<file path="src/rtl/lock_seq_ctrl.sv">
// Combination-lock sequencer: edge-detected enter strobes step through three
// stored codes, with fail lockout, a timed unlock window and code reprogramming.
module lock_seq_ctrl #(
    parameter logic [4:0] CODE0          = 5'b10000,
    parameter logic [4:0] CODE1          = 5'b01100,
    parameter logic [4:0] CODE2          = 5'b11101,
    parameter int         MAX_FAIL       = 3,
    parameter int         LOCKOUT_CYCLES = 16,
    parameter int         UNLOCK_CYCLES  = 8
) (
    input  logic       clk,
    input  logic       rst,
    input  logic [4:0] code_in,
    input  logic       enter,
    input  logic       prog,
    output logic       unlocked,
    output logic       lockout,
    output logic [1:0] step,
    output logic [1:0] fail_cnt,
    output logic       prog_active
);

    typedef enum logic [2:0] {IDLE, S1, S2, OPEN, LOCKED, PROG} state_t;

    localparam logic [7:0] UNLOCK_RELOAD = 8'(UNLOCK_CYCLES - 1);
    localparam logic [7:0] LOCK_RELOAD   = 8'(LOCKOUT_CYCLES - 1);
    localparam logic [1:0] MAX_FAIL_V    = 2'(MAX_FAIL);
    localparam logic [2:0] MAX_FAIL_W    = 3'(MAX_FAIL);

    state_t          state_q, state_d;
    logic [2:0][4:0] slot_q, slot_d;
    logic [2:0][4:0] shadow_q, shadow_d;
    logic [1:0]      prog_idx_q, prog_idx_d;
    logic [7:0]      timer_q, timer_d;
    logic [1:0]      fail_d;
    logic [1:0]      step_d;
    logic            enter_q;
    logic            strobe;
    logic [4:0]      cur_code;

    assign strobe = enter & ~enter_q;

    always_comb begin
        state_d    = state_q;
        slot_d     = slot_q;
        shadow_d   = shadow_q;
        prog_idx_d = prog_idx_q;
        timer_d    = timer_q;
        fail_d     = fail_cnt;
        step_d     = 2'd0;
        cur_code   = slot_q[0];

        case (state_q)
            S1:      cur_code = slot_q[1];
            S2:      cur_code = slot_q[2];
            default: cur_code = slot_q[0];
        endcase

        case (state_q)
            IDLE, S1, S2: begin
                if (strobe) begin
                    if (code_in == cur_code) begin
                        if (state_q == S2) begin
                            state_d = OPEN;
                            fail_d  = 2'd0;
                            timer_d = UNLOCK_RELOAD;
                        end else begin
                            state_d = (state_q == IDLE) ? S1 : S2;
                        end
                    end else if ({1'b0, fail_cnt} + 3'd1 < MAX_FAIL_W) begin
                        state_d = IDLE;
                        fail_d  = fail_cnt + 2'd1;
                    end else begin
                        state_d = LOCKED;
                        timer_d = LOCK_RELOAD;
                        fail_d  = MAX_FAIL_V;
                    end
                end
            end
            OPEN: begin
                timer_d = (timer_q == 8'd0) ? 8'd0 : timer_q - 8'd1;
                // Reprogramming takes priority over the window closing.
                if (prog) begin
                    state_d    = PROG;
                    prog_idx_d = 2'd0;
                end else if (timer_q == 8'd0) begin
                    state_d = IDLE;
                end
            end
            LOCKED: begin
                timer_d = (timer_q == 8'd0) ? 8'd0 : timer_q - 8'd1;
                if (timer_q == 8'd0) begin
                    state_d = IDLE;
                    fail_d  = 2'd0;
                end
            end
            PROG: begin
                // Dropping prog aborts, even when a strobe lands in the same cycle.
                if (!prog) begin
                    state_d = IDLE;
                end else if (strobe) begin
                    case (prog_idx_q)
                        2'd0: begin
                            shadow_d[0] = code_in;
                            prog_idx_d  = 2'd1;
                        end
                        2'd1: begin
                            shadow_d[1] = code_in;
                            prog_idx_d  = 2'd2;
                        end
                        default: begin
                            slot_d     = {code_in, shadow_q[1], shadow_q[0]};
                            prog_idx_d = 2'd0;
                            state_d    = IDLE;
                        end
                    endcase
                end
            end
            default: state_d = IDLE;
        endcase

        case (state_d)
            S1:      step_d = 2'd1;
            S2:      step_d = 2'd2;
            OPEN:    step_d = 2'd3;
            default: step_d = 2'd0;
        endcase
    end

    always_ff @(posedge clk) begin
        if (rst) begin
            state_q     <= IDLE;
            slot_q      <= {CODE2, CODE1, CODE0};
            shadow_q    <= '0;
            prog_idx_q  <= 2'd0;
            timer_q     <= 8'd0;
            fail_cnt    <= 2'd0;
            enter_q     <= 1'b1;
            unlocked    <= 1'b0;
            lockout     <= 1'b0;
            step        <= 2'd0;
            prog_active <= 1'b0;
        end else begin
            state_q     <= state_d;
            slot_q      <= slot_d;
            shadow_q    <= shadow_d;
            prog_idx_q  <= prog_idx_d;
            timer_q     <= timer_d;
            fail_cnt    <= fail_d;
            enter_q     <= enter;
            unlocked    <= (state_d == OPEN);
            lockout     <= (state_d == LOCKED);
            step        <= step_d;
            prog_active <= (state_d == PROG);
        end
    end

endmodule

</file>
<file path="config.mk">
export PLATFORM = sky130hd
export DESIGN_NAME = lock_seq_ctrl
export DESIGN_NICKNAME = d
export VERILOG_FILES = /design/src/rtl/lock_seq_ctrl.sv
export SDC_FILE = /design/constraint.sdc
export NUM_CORES = 1
export LEC_CHECK = 0
export CAP_MARGIN = 15
export CORE_AREA = 2 2 65 67
export CTS_CLUSTER_SIZE = 28
export DETAILED_ROUTE_END_ITERATION = 10
export DIE_AREA = 0 0 67 69
export PLACE_DENSITY = 0.86
export SYNTH_ARGS = -nofsm -noshare
export SYNTH_HDL_FRONTEND = slang
export SYNTH_SLANG_ARGS = --single-unit
</file>
<file path="constraint.sdc">
create_clock -name clk -period 3.4 [get_ports clk]
set_input_delay 0.68 -clock clk [delete_from_list [all_inputs] [get_ports clk]]
set_output_delay 0.68 -clock clk [all_outputs]
set_load 0.05 [all_outputs]
</file>
==> reports/metrics.yaml, run 1 <==
outcome:
  status: "complete, no violations"
synth:
  synth_enable_flop_cells: 0
  ys_warn_count: 0
  yosysUniqueCellTypes: 51
  seq_area_frac_synth_pct: 39.7
  yosys_most_used_dff: "dfxtp_1"
  synthArstFlopShare_pct: 0
  syn_area_um2: 2320
  synth_nets: 288
  synth_cells: 277
  syn_avg_cell_area_um2: 8.37
  ys_ff_latch: 46
die:
  die_height_um: 69
  io_pins: 16
  die_w_um: 67
  floorplan.rows: 23
  coreArea_um2: 3910
  start_util_pct: 59.2
  dieArea_um2: 4620
sta:
  fin_hold_ws_ns: 0.461
  fmax_ghz: 0.356
  grt_setup_unrepaired: "no"
  drv_slew: 0
  finalCritPeriodShare_pct: 82.6
  finalCriticalPeriod_ns: 2.81
  setup_tns_ns: 0
  setup_viol: 0
  finClkSkew_ns: 0.00837
  hold_viol: 0
  tightest_slew_ns: 0.664
  max-slew-margin-rel_pct: 55.7
power:
  netSwitchingFraction_pct: 21.3
  comb_power_share_pct: 4.8
  p_sw_uw: 211
  p_leak_nw: 0.966
  internal-power_uw: 779
  peakVddDrop_uv: 251
  clock_power_share_pct: 40.5
  p_seq_share_pct: 54.6
  powerDensity_nw_per_um2: 383
  p_total_uw: 991
finish:
  regArea_um2: 921
  fin_area_um2: 2590
  nFillCells: 329
  fin_nets: 297
  num_antenna_cells: 0
  drive_above_1_share_pct: 8.01
  final_cell_mix: "nand2_1 (46), dfxtp_1 (46), a21oi_1 (26), nor2_1 (26), clkdlybuf4s50_1 (15)"
  syn_to_final_growth_pct: 11.7
  multi_input_area_um2: 1310
critical_path:
  worstPathArrival_ns: 3.01
  cp-start-kind: "register"
  worstSetupEndpointType: "register"
  cp_data_required_time_ns: 3.61
  worst-path-max-fanout: 20
  crit_type: "reg2reg"
detailed_routing:
  vias: 1915
  wl_per_cell_um: 13.7
  routed_wl_um: 4630
  drt_pass1_iterations: 4
  drc: 0
  ant_nets: 0
  drt_iter0_drc: 131
  via_per_inst: 5.68
clock_tree:
  cts_resized: 0
  htreeDepth: 2
  insertion_delay_ns: 0.30
  cts_tree: "done"
  cts_setup_buffers: 0
  cts_root_buf: "clkbuf_8"
  cts_max_path_buffers: 2
  clock-sinks: 46
  cts_made_buffers: 5
  clk_pin_slew_worst_paths_ns: 0.08
  cts_hold_buf: 0
flow_run:
  drv_cap: 0
place:
  placed_area_um2: 2480
  portBuffers: 15
  dp_hpwl_um: 3190
  gp_congestion: 0.799
grt:
  grt_pass1_vias: 1712
  grt_max_degree: 46
  track_usage_pct: 21.5
  gr-total-overflow: 0
  grt_pass1_wl_um: 7710
  antenna_found_initial: 0
min_path:
  hold_path.class: "reg2reg"
[per-layer routing]
metal  vias to the layer above  wire (um)  GRT usage (%)
met1                       886       2160           27.9
met3                         7        164           5.71
met5                         -          0              0
li1                        994          -              -
met4                         0         66           7.03
met2                        28       2240           34.1
[metrics by stage]
| step | instances | utilization [%] | setup WS, ns |
|---|---|---|---|
| finish | 337 | 66.1 | 0.593 |
| global route | 337 | 66.1 | 0.370 |
| CTS | 337 | 66.1 | 0.596 |
| detailed placement | 329 | 63.3 | 0.451 |
| global placement | 329 | 63.3 | 0.595 |
| floorplan | 277 | - | 1.23 |
[state kept, by name, indices dropped and copies added (netlist names)]
| register | count |
|---|---|
| timer_q | 8 |
| enter_q | 1 |
| shadow_q | 10 |
| prog_active | 1 |
| prog_idx_q | 2 |
| step | 2 |
| unlocked | 1 |
| slot_q | 15 |
| lockout | 1 |
| fail_cnt | 2 |
| state_q | 3 |
[critical path: stages, from the launching register on]
cell,delay (ns)
dfxtp_1,0.75
o21bai_1,0.24
a221oi_1,0.33
nand2_1,0.10
a311oi_2,0.46
a31oi_1,0.23
nand3b_4,0.28
a311oi_2,0.31
[worst paths after layout]
check / slack, ns / depth (start not counted) / end / from
worst max-delay path: 0.59 / 7 / timer_q[5] / state_q[0]
worst min-delay path: 0.46 / 2 / slot_q[2] / shadow_q[2]
worst max register to register: 0.59 / 7 / timer_q[5] / state_q[0]
worst min register to register: 0.46 / 2 / slot_q[2] / shadow_q[2]
[cell type report]
class	count	share of cell area (%)
inverter	6	0.870
tap	50	2.42
clock inverter	2	1.45
sequential	46	35.6
clock buffer	6	2.80
multi-input combinational	210	50.5
timing repair buffer	17	6.38
[power by group through the flow]
stage | Sequential, mW | Clock, mW | Combinational, mW
final | 0.541 | 0.402 | 0.0480
after CTS | 0.541 | 0.410 | 0.0479
after floorplan | 0.556 | 0 | 0.0249
after global routing | 0.542 | 0.432 | 0.0520
after global placement | 0.554 | 0 | 0.0467
after detailed placement | 0.554 | 0 | 0.0473
[kinds of logic (layout without fill, tap and decap cells)]
group	Yosys count	in the layout	synth area share [%]
DFF	46	46	39.7
and+or+nand+nor	131	131	29.9
xor gates and xnor gates	2	2	0.756
muxes	10	10	4.32
adders and majority gates	2	2	1.08
buffers and inverters	21	31	3.83
AOI/OAI and AO/OA	65	65	20.4
[synth_stat cells (3+ instances only)]
cell      instances  share of area, %
o21ai_0           6               1.3
inv_1             6              0.97
a311oi_2          5               3.2
nand2_1          46               7.5
nor3_1            7               1.5
nand3b_1          7               2.3
nor2b_1           7               1.9
nor3b_1           4               1.3
nand4_1           3              0.81
o21a_1            5               1.6
clkbuf_1          8               1.3
mux2i_1          10               4.3
dfxtp_1          46                40
nand2b_1          4               1.1
a21oi_1          26               5.6
or3_1             4               1.1
and2_1            4               1.1
a31oi_1           5               1.3
nand3_1           4              0.86
nor2_1           26               4.2
buf_2             5               1.1
Power figures use the tool's default switching activity.
==> inputs of run 2 (changes only) <==
--- a/config.mk
+++ b/config.mk
@@ -6,11 +6,11 @@
 export NUM_CORES = 1
 export LEC_CHECK = 0
 export CAP_MARGIN = 15
-export CORE_AREA = 2 2 65 67
+export CORE_AREA = 2 2 67 69
 export CTS_CLUSTER_SIZE = 28
 export DETAILED_ROUTE_END_ITERATION = 10
-export DIE_AREA = 0 0 67 69
-export PLACE_DENSITY = 0.86
+export DIE_AREA = 0 0 69 71
+export PLACE_DENSITY = 0.82
 export SYNTH_ARGS = -nofsm -noshare
 export SYNTH_HDL_FRONTEND = slang
 export SYNTH_SLANG_ARGS = --single-unit
==> constraint.sdc (replaced) <==
create_clock -name clk -period 2.75 [get_ports clk]
set_input_delay 0.55 -clock clk [delete_from_list [all_inputs] [get_ports clk]]
set_output_delay 0.55 -clock clk [all_outputs]
set_load 0.05 [all_outputs]
==> reports/metrics.yaml, run 2 (synthesized netlist as in run 1, its figures left out) <==
flow_run:
  drv_cap: 0  # unchanged
clock_tree:
  cts_root_buf: "clkbuf_8"
  cts_resized: 0  # unchanged
  cts_max_path_buffers: 2  # unchanged
  clk_pin_slew_worst_paths_ns: 0.08  # about the same
  insertion_delay_ns: 0.29  # about the same
  clock-sinks: 46  # unchanged
  htreeDepth: 2  # unchanged
  cts_tree: "done"
  cts_setup_buffers: 0  # unchanged
  cts_made_buffers: 5  # unchanged
  cts_hold_buf: 0  # unchanged
sta:
  max-slew-margin-rel_pct: 59.5  # +3.9 points
  fin_hold_ws_ns: 0.457  # -0.00369 ns
  tightest_slew_ns: 0.602  # -0.0626 ns
  finalCriticalPeriod_ns: 2.56  # -0.243 ns
  finalCritPeriodShare_pct: 93.2  # +11 points
  setup_viol: 0  # unchanged
  finClkSkew_ns: 0.00633  # -0.00203 ns
  hold_viol: 0  # unchanged
  drv_slew: 0  # unchanged
  setup_tns_ns: 0  # unchanged
  fmax_ghz: 0.390  # +9.5%
  grt_setup_unrepaired: "no"
critical_path:
  worst-path-max-fanout: 10  # -50%
  regToRegSetupSlack_ns: 0.19  # -0.41 ns
  worstSetupEndpointType: "register"
  cp_data_required_time_ns: 2.96  # -0.65 ns
  reg2regPathDepth: 8  # +1
  cp-start-kind: "register"
  crit_type: "reg2reg"
  worstPathArrival_ns: 2.77  # -0.24 ns
die:
  die_height_um: 71  # +2.9%
  dieArea_um2: 4900  # +6.0%
  io_pins: 16  # unchanged
  floorplan.rows: 24  # +4.3%
  die_w_um: 69  # +3.0%
  start_util_pct: 55.1  # -4.1 points
  coreArea_um2: 4200  # +7.4%
power:
  p_leak_nw: 1.00  # +3.6%
  p_sw_uw: 265  # +26%
  powerDensity_nw_per_um2: 499  # +30%
  internal-power_mw: 1.06  # +36%
  netSwitchingFraction_pct: 20.1  # -1.3 points
  p_seq_share_pct: 50.6  # -4.0 points
  clock_power_share_pct: 44.9  # +4.4 points
  peakVddDrop_uv: 483  # +92%
  comb_power_share_pct: 4.5  # -0.3 points
grt:
  track_usage_pct: 20.4  # -1.1 points
  grt_max_degree: 46  # unchanged
  grt_pass1_vias: 1819  # +6.3%
  gr-total-overflow: 0  # unchanged
  antenna_found_initial: 0  # unchanged
  grt_pass1_wl_um: 8270  # +7.3%
detailed_routing:
  ant_nets: 0  # unchanged
  routed_wl_um: 4730  # +2.2%
  wl_per_cell_um: 13.9  # +0.96%
  vias: 1960  # +2.3%
  drc: 0  # unchanged
  drt_iter0_drc: 132  # +0.76%
  via_per_inst: 5.75  # +1.1%
  drt_pass1_iterations: 4  # unchanged
finish:
  drive_above_1_share_pct: 10.0  # +2.0 points
  regArea_um2: 922  # +0.14%
  final_common_cell: "nand2_1"
  fin_nets: 299  # +0.67%
  largest_reg_flops: 15  # unchanged
  num_antenna_cells: 0  # unchanged
  syn_to_final_growth_pct: 14.3
  largest_registers: "slot_q x15, shadow_q x10, timer_q x8"
  top_register: "slot_q"
  multi_input_area_um2: 1320  # +0.96%
  nFillCells: 380  # +16%
  final_cell_mix: "nand2_1 (46), dfxtp_1 (45), a21oi_1 (26), nor2_1 (26), clkdlybuf4s50_1 (15)"
place:
  gp_congestion: 0.804  # +0.60%
  portBuffers: 15  # unchanged
  dp_hpwl_um: 3280  # +2.9%
outcome:
  status: "complete, no violations"
min_path:
  min_path_cells: 2  # unchanged
  hold_path.class: "reg2reg"
[run 2: worst paths after layout]
path / startpoint / end
min: shadow_q[5] / slot_q[5]
min reg2reg: shadow_q[5] / slot_q[5]
max reg2reg: state_q[2] / timer_q[6]
max: state_q[2] / timer_q[6]
[run 2: critical path: stages, from the launching register on]
cell	delay, ns
dfxtp_2	0.38
buf_4	0.19
o21bai_1	0.19
a221oi_1	0.32
nand2_1	0.12
a311oi_2	0.48
a31oi_1	0.24
nand3b_4	0.29
a311oi_2	0.27
[run 2: per-layer routing]
| metal | up-vias | wire (um) | share of wire [%] | GRT usage, % |
|---|---|---|---|---|
| li1 | 998 | - | - | - |
| met1 | 926 | 2300 | 49 | 27.1 |
| met2 | 32 | 2240 | 47 | 33.8 |
| met3 | 4 | 156 | 3.3 | 4.70 |
| met4 | 0 | 39 | 0.82 | 5.01 |
| met5 | - | 0 | 0 | 0 |
[run 2: power by group through the flow]
stage	Combinational [mW]	Sequential (mW)	Clock, mW
floorplan	0.0308	0.688	0
global placement	0.0584	0.685	0
detailed placement	0.0592	0.685	0
CTS	0.0594	0.669	0.610
global route	0.0636	0.669	0.630
finish	0.0593	0.669	0.594
[run 2: through the flow]
stage	worst slack [ns]	area (um2)	total power, mW	cells	util (%)
6_report	0.186	2650	1.32	341	63.0
3_5_place_dp	-0.0494	2500	0.744	333	59.4
4_1_cts	0.130	2630	1.34	341	62.6
2_1_floorplan	0.584	2320	0.719	277	-
3_3_place_gp	0.0731	2500	0.743	333	59.4
5_1_grt	0.0106	2650	1.36	341	63.0
[run 2: layout make-up]
type                    instances  area share, %
clock buffers                   5           2.60
clock inverters                 3           2.60
inverters                       6          0.851
multi-input cells             210           49.9
flip-flops and latches         46           34.8
well taps                      52           2.46
repair buffers                 19           6.81
==> inputs of run 3 (changes only) <==
--- a/config.mk
+++ b/config.mk
@@ -6,11 +6,15 @@
 export NUM_CORES = 1
 export LEC_CHECK = 0
 export CAP_MARGIN = 15
-export CORE_AREA = 2 2 67 69
+export CELL_PAD_IN_SITES_DETAIL_PLACEMENT = 0
+export CELL_PAD_IN_SITES_GLOBAL_PLACEMENT = 1
+export CORE_AREA = 2 2 76 78
 export CTS_CLUSTER_SIZE = 28
 export DETAILED_ROUTE_END_ITERATION = 10
-export DIE_AREA = 0 0 69 71
-export PLACE_DENSITY = 0.82
+export DIE_AREA = 0 0 78 80
+export MAX_ROUTING_LAYER = met4
+export PLACE_DENSITY = 0.83
+export SKIP_CTS_REPAIR_TIMING = 1
 export SYNTH_ARGS = -nofsm -noshare
 export SYNTH_HDL_FRONTEND = slang
 export SYNTH_SLANG_ARGS = --single-unit
==> reports/metrics.yaml, run 3 (synthesized netlist as in run 1, its figures left out) <==
outcome:
  status: "complete, no violations"
finish:
  syn_to_final_growth_pct: 14.8
  num_antenna_cells: 0  # unchanged
  final_cell_mix: "nand2_1 (46), dfxtp_1 (46), a21oi_1 (26), nor2_1 (26), clkdlybuf4s50_1 (15)"
  top_register: "slot_q"
  fin_util_pct: 49.2  # -14 points
  fin_area_um2: 2660  # +0.52%
  largest_reg_flops: 15  # unchanged
  largest_registers: "slot_q x15, shadow_q x10, timer_q x8"
  drive_above_1_share_pct: 10.8  # +0.81 points
  fin_nets: 305  # +2.0%
clock_tree:
  cts_root_buf: "clkbuf_8"
  htreeDepth: 2  # unchanged
  cts_max_path_buffers: 2  # unchanged
  insertion_delay_ns: 0.30  # about the same
  clk_pin_slew_worst_paths_ns: 0.09  # about the same
  clock-sinks: 46  # unchanged
  cts_made_buffers: 5  # unchanged
  cts_tree: "done"
power:
  peakVddDrop_uv: 228  # -53%
  powerDensity_nw_per_um2: 438  # -12%
  p_leak_nw: 1.00  # +0.32%
detailed_routing:
  drc: 0  # unchanged
  drt_pass1_iterations: 4  # unchanged
  via_per_inst: 5.27  # -8.3%
  vias: 1935  # -1.3%
  routed_wl_um: 4900  # +3.5%
  drt_iter0_drc: 137  # +3.8%
  ant_nets: 0  # unchanged
  wl_per_cell_um: 13.3  # -3.8%
grt:
  antenna_found_initial: 0  # unchanged
  grt_max_degree: 26  # -43%
  gr-total-overflow: 0  # unchanged
  track_usage_pct: 17.3  # -3.1 points
  grt_pass1_wl_um: 8340  # +0.83%
  grt_pass1_vias: 1786  # -1.8%
sta:
  hold_viol: 0  # unchanged
  fmax_ghz: 0.397  # +1.7%
  drv_slew: 0  # unchanged
  max-slew-margin-rel_pct: 64.0  # +4.5 points
  setup_viol: 0  # unchanged
  tightest_slew_ns: 0.535  # -0.0664 ns
  finClkSkew_ns: 0.00401  # -0.00232 ns
  fin_hold_ws_ns: 0.453  # -0.00398 ns
  finalCriticalPeriod_ns: 2.52  # -0.0438 ns
  setup_tns_ns: 0  # unchanged
  finalCritPeriodShare_pct: 91.7  # -1.6 points
  finalWorstSetupSlack_ns: 0.230  # +0.0438 ns
  grt_setup_unrepaired: "no"
die:
  io_pins: 16  # unchanged
  coreArea_um2: 5410  # +29%
  start_util_pct: 42.9  # -12 points
  dieArea_um2: 6240  # +27%
  die_w_um: 78  # +13%
  die_height_um: 80  # +13%
  floorplan.rows: 27  # +13%
flow_run:
  drv_cap: 0  # unchanged
critical_path:
  reg2regPathDepth: 8  # unchanged
  r2r-end: "state_q[1]"
  regToRegSetupSlack_ns: 0.23  # +0.04 ns
  endpoint: "state_q[1]"
  crit_start: "state_q[2]"
  crit_type: "reg2reg"
  cp_data_required_time_ns: 2.98  # +0.02 ns
  worst-path-max-fanout: 7  # -3
  r2r-start: "state_q[2]"
  worstSetupEndpointType: "register"
  worstPathArrival_ns: 2.75  # -0.02 ns
  cp-start-kind: "register"
place:
  portBuffers: 15  # unchanged
  gp_congestion: 0.782  # -2.7%
  placed_area_um2: 2570  # +2.8%
  dp_hpwl_um: 3530  # +7.4%
  post-place-ws_ns: 0.00336  # +0.0528 ns
min_path:
  hold_path.class: "reg2reg"
## run 3: through the flow
step / instances / total power, mW
2_1_floorplan: 277 / 0.719
3_3_place_gp: 359 / 0.746
3_5_place_dp: 359 / 0.747
4_1_cts: 367 / 1.18
5_1_grt: 367 / 1.21
6_report: 367 / 1.17
## run 3: report_power, final
| part | total, mW | internal [mW] | switching [mW] |
|---|---|---|---|
| combinational | 0.0622 | 0.0270 | 0.0352 |
| sequential | 0.669 | 0.667 | 0.00146 |
| clock | 0.435 | 0.202 | 0.232 |
## run 3: how the worst min path moves through the flow
stage	cells past startpoint	start	slack, ns	endpoint
6_report	2	shadow_q[0]	0.45	slot_q[0]
5_1_grt	2	shadow_q[9]	0.48	slot_q[9]
4_1_cts	2	shadow_q[2]	0.46	slot_q[2]
3_5_place_dp	2	shadow_q[2]	0.44	slot_q[2]
3_3_place_gp	2	shadow_q[2]	0.44	slot_q[2]
2_1_floorplan	2	shadow_q[6]	0.43	slot_q[6]
## run 3: layout make-up
| cell class | count | area, um2 |
|---|---|---|
| Sequential cell | 46 | 921 |
| Tap cell | 72 | 90.1 |
| Inverter | 6 | 22.5 |
| Timing Repair Buffer | 25 | 225 |
| Clock inverter | 2 | 12.5 |
| Multi-Input combinational cell | 210 | 1310 |
| Clock buffer | 6 | 82.6 |
| Fill cell | 564 | 2740 |
## run 3: layer usage
metal / up-vias / GRT usage (%) / share of wire, %
met2: 34 / 26.2 / 45
met4: 0 / 5.26 / 1.1
met5: - / - / 0
li1: 1008 / - / -
met3: 6 / 4.07 / 4.0
met1: 887 / 23.0 / 50
## run 3: worst max-delay path, stage by stage (launching register included)
cell	delay [ns]
dfxtp_1	0.37
buf_4	0.19
o21bai_1	0.19
a221oi_1	0.31
nand2_1	0.11
a311oi_2	0.48
nand4_1	0.21
o311ai_1	0.38
nor3b_2	0.22
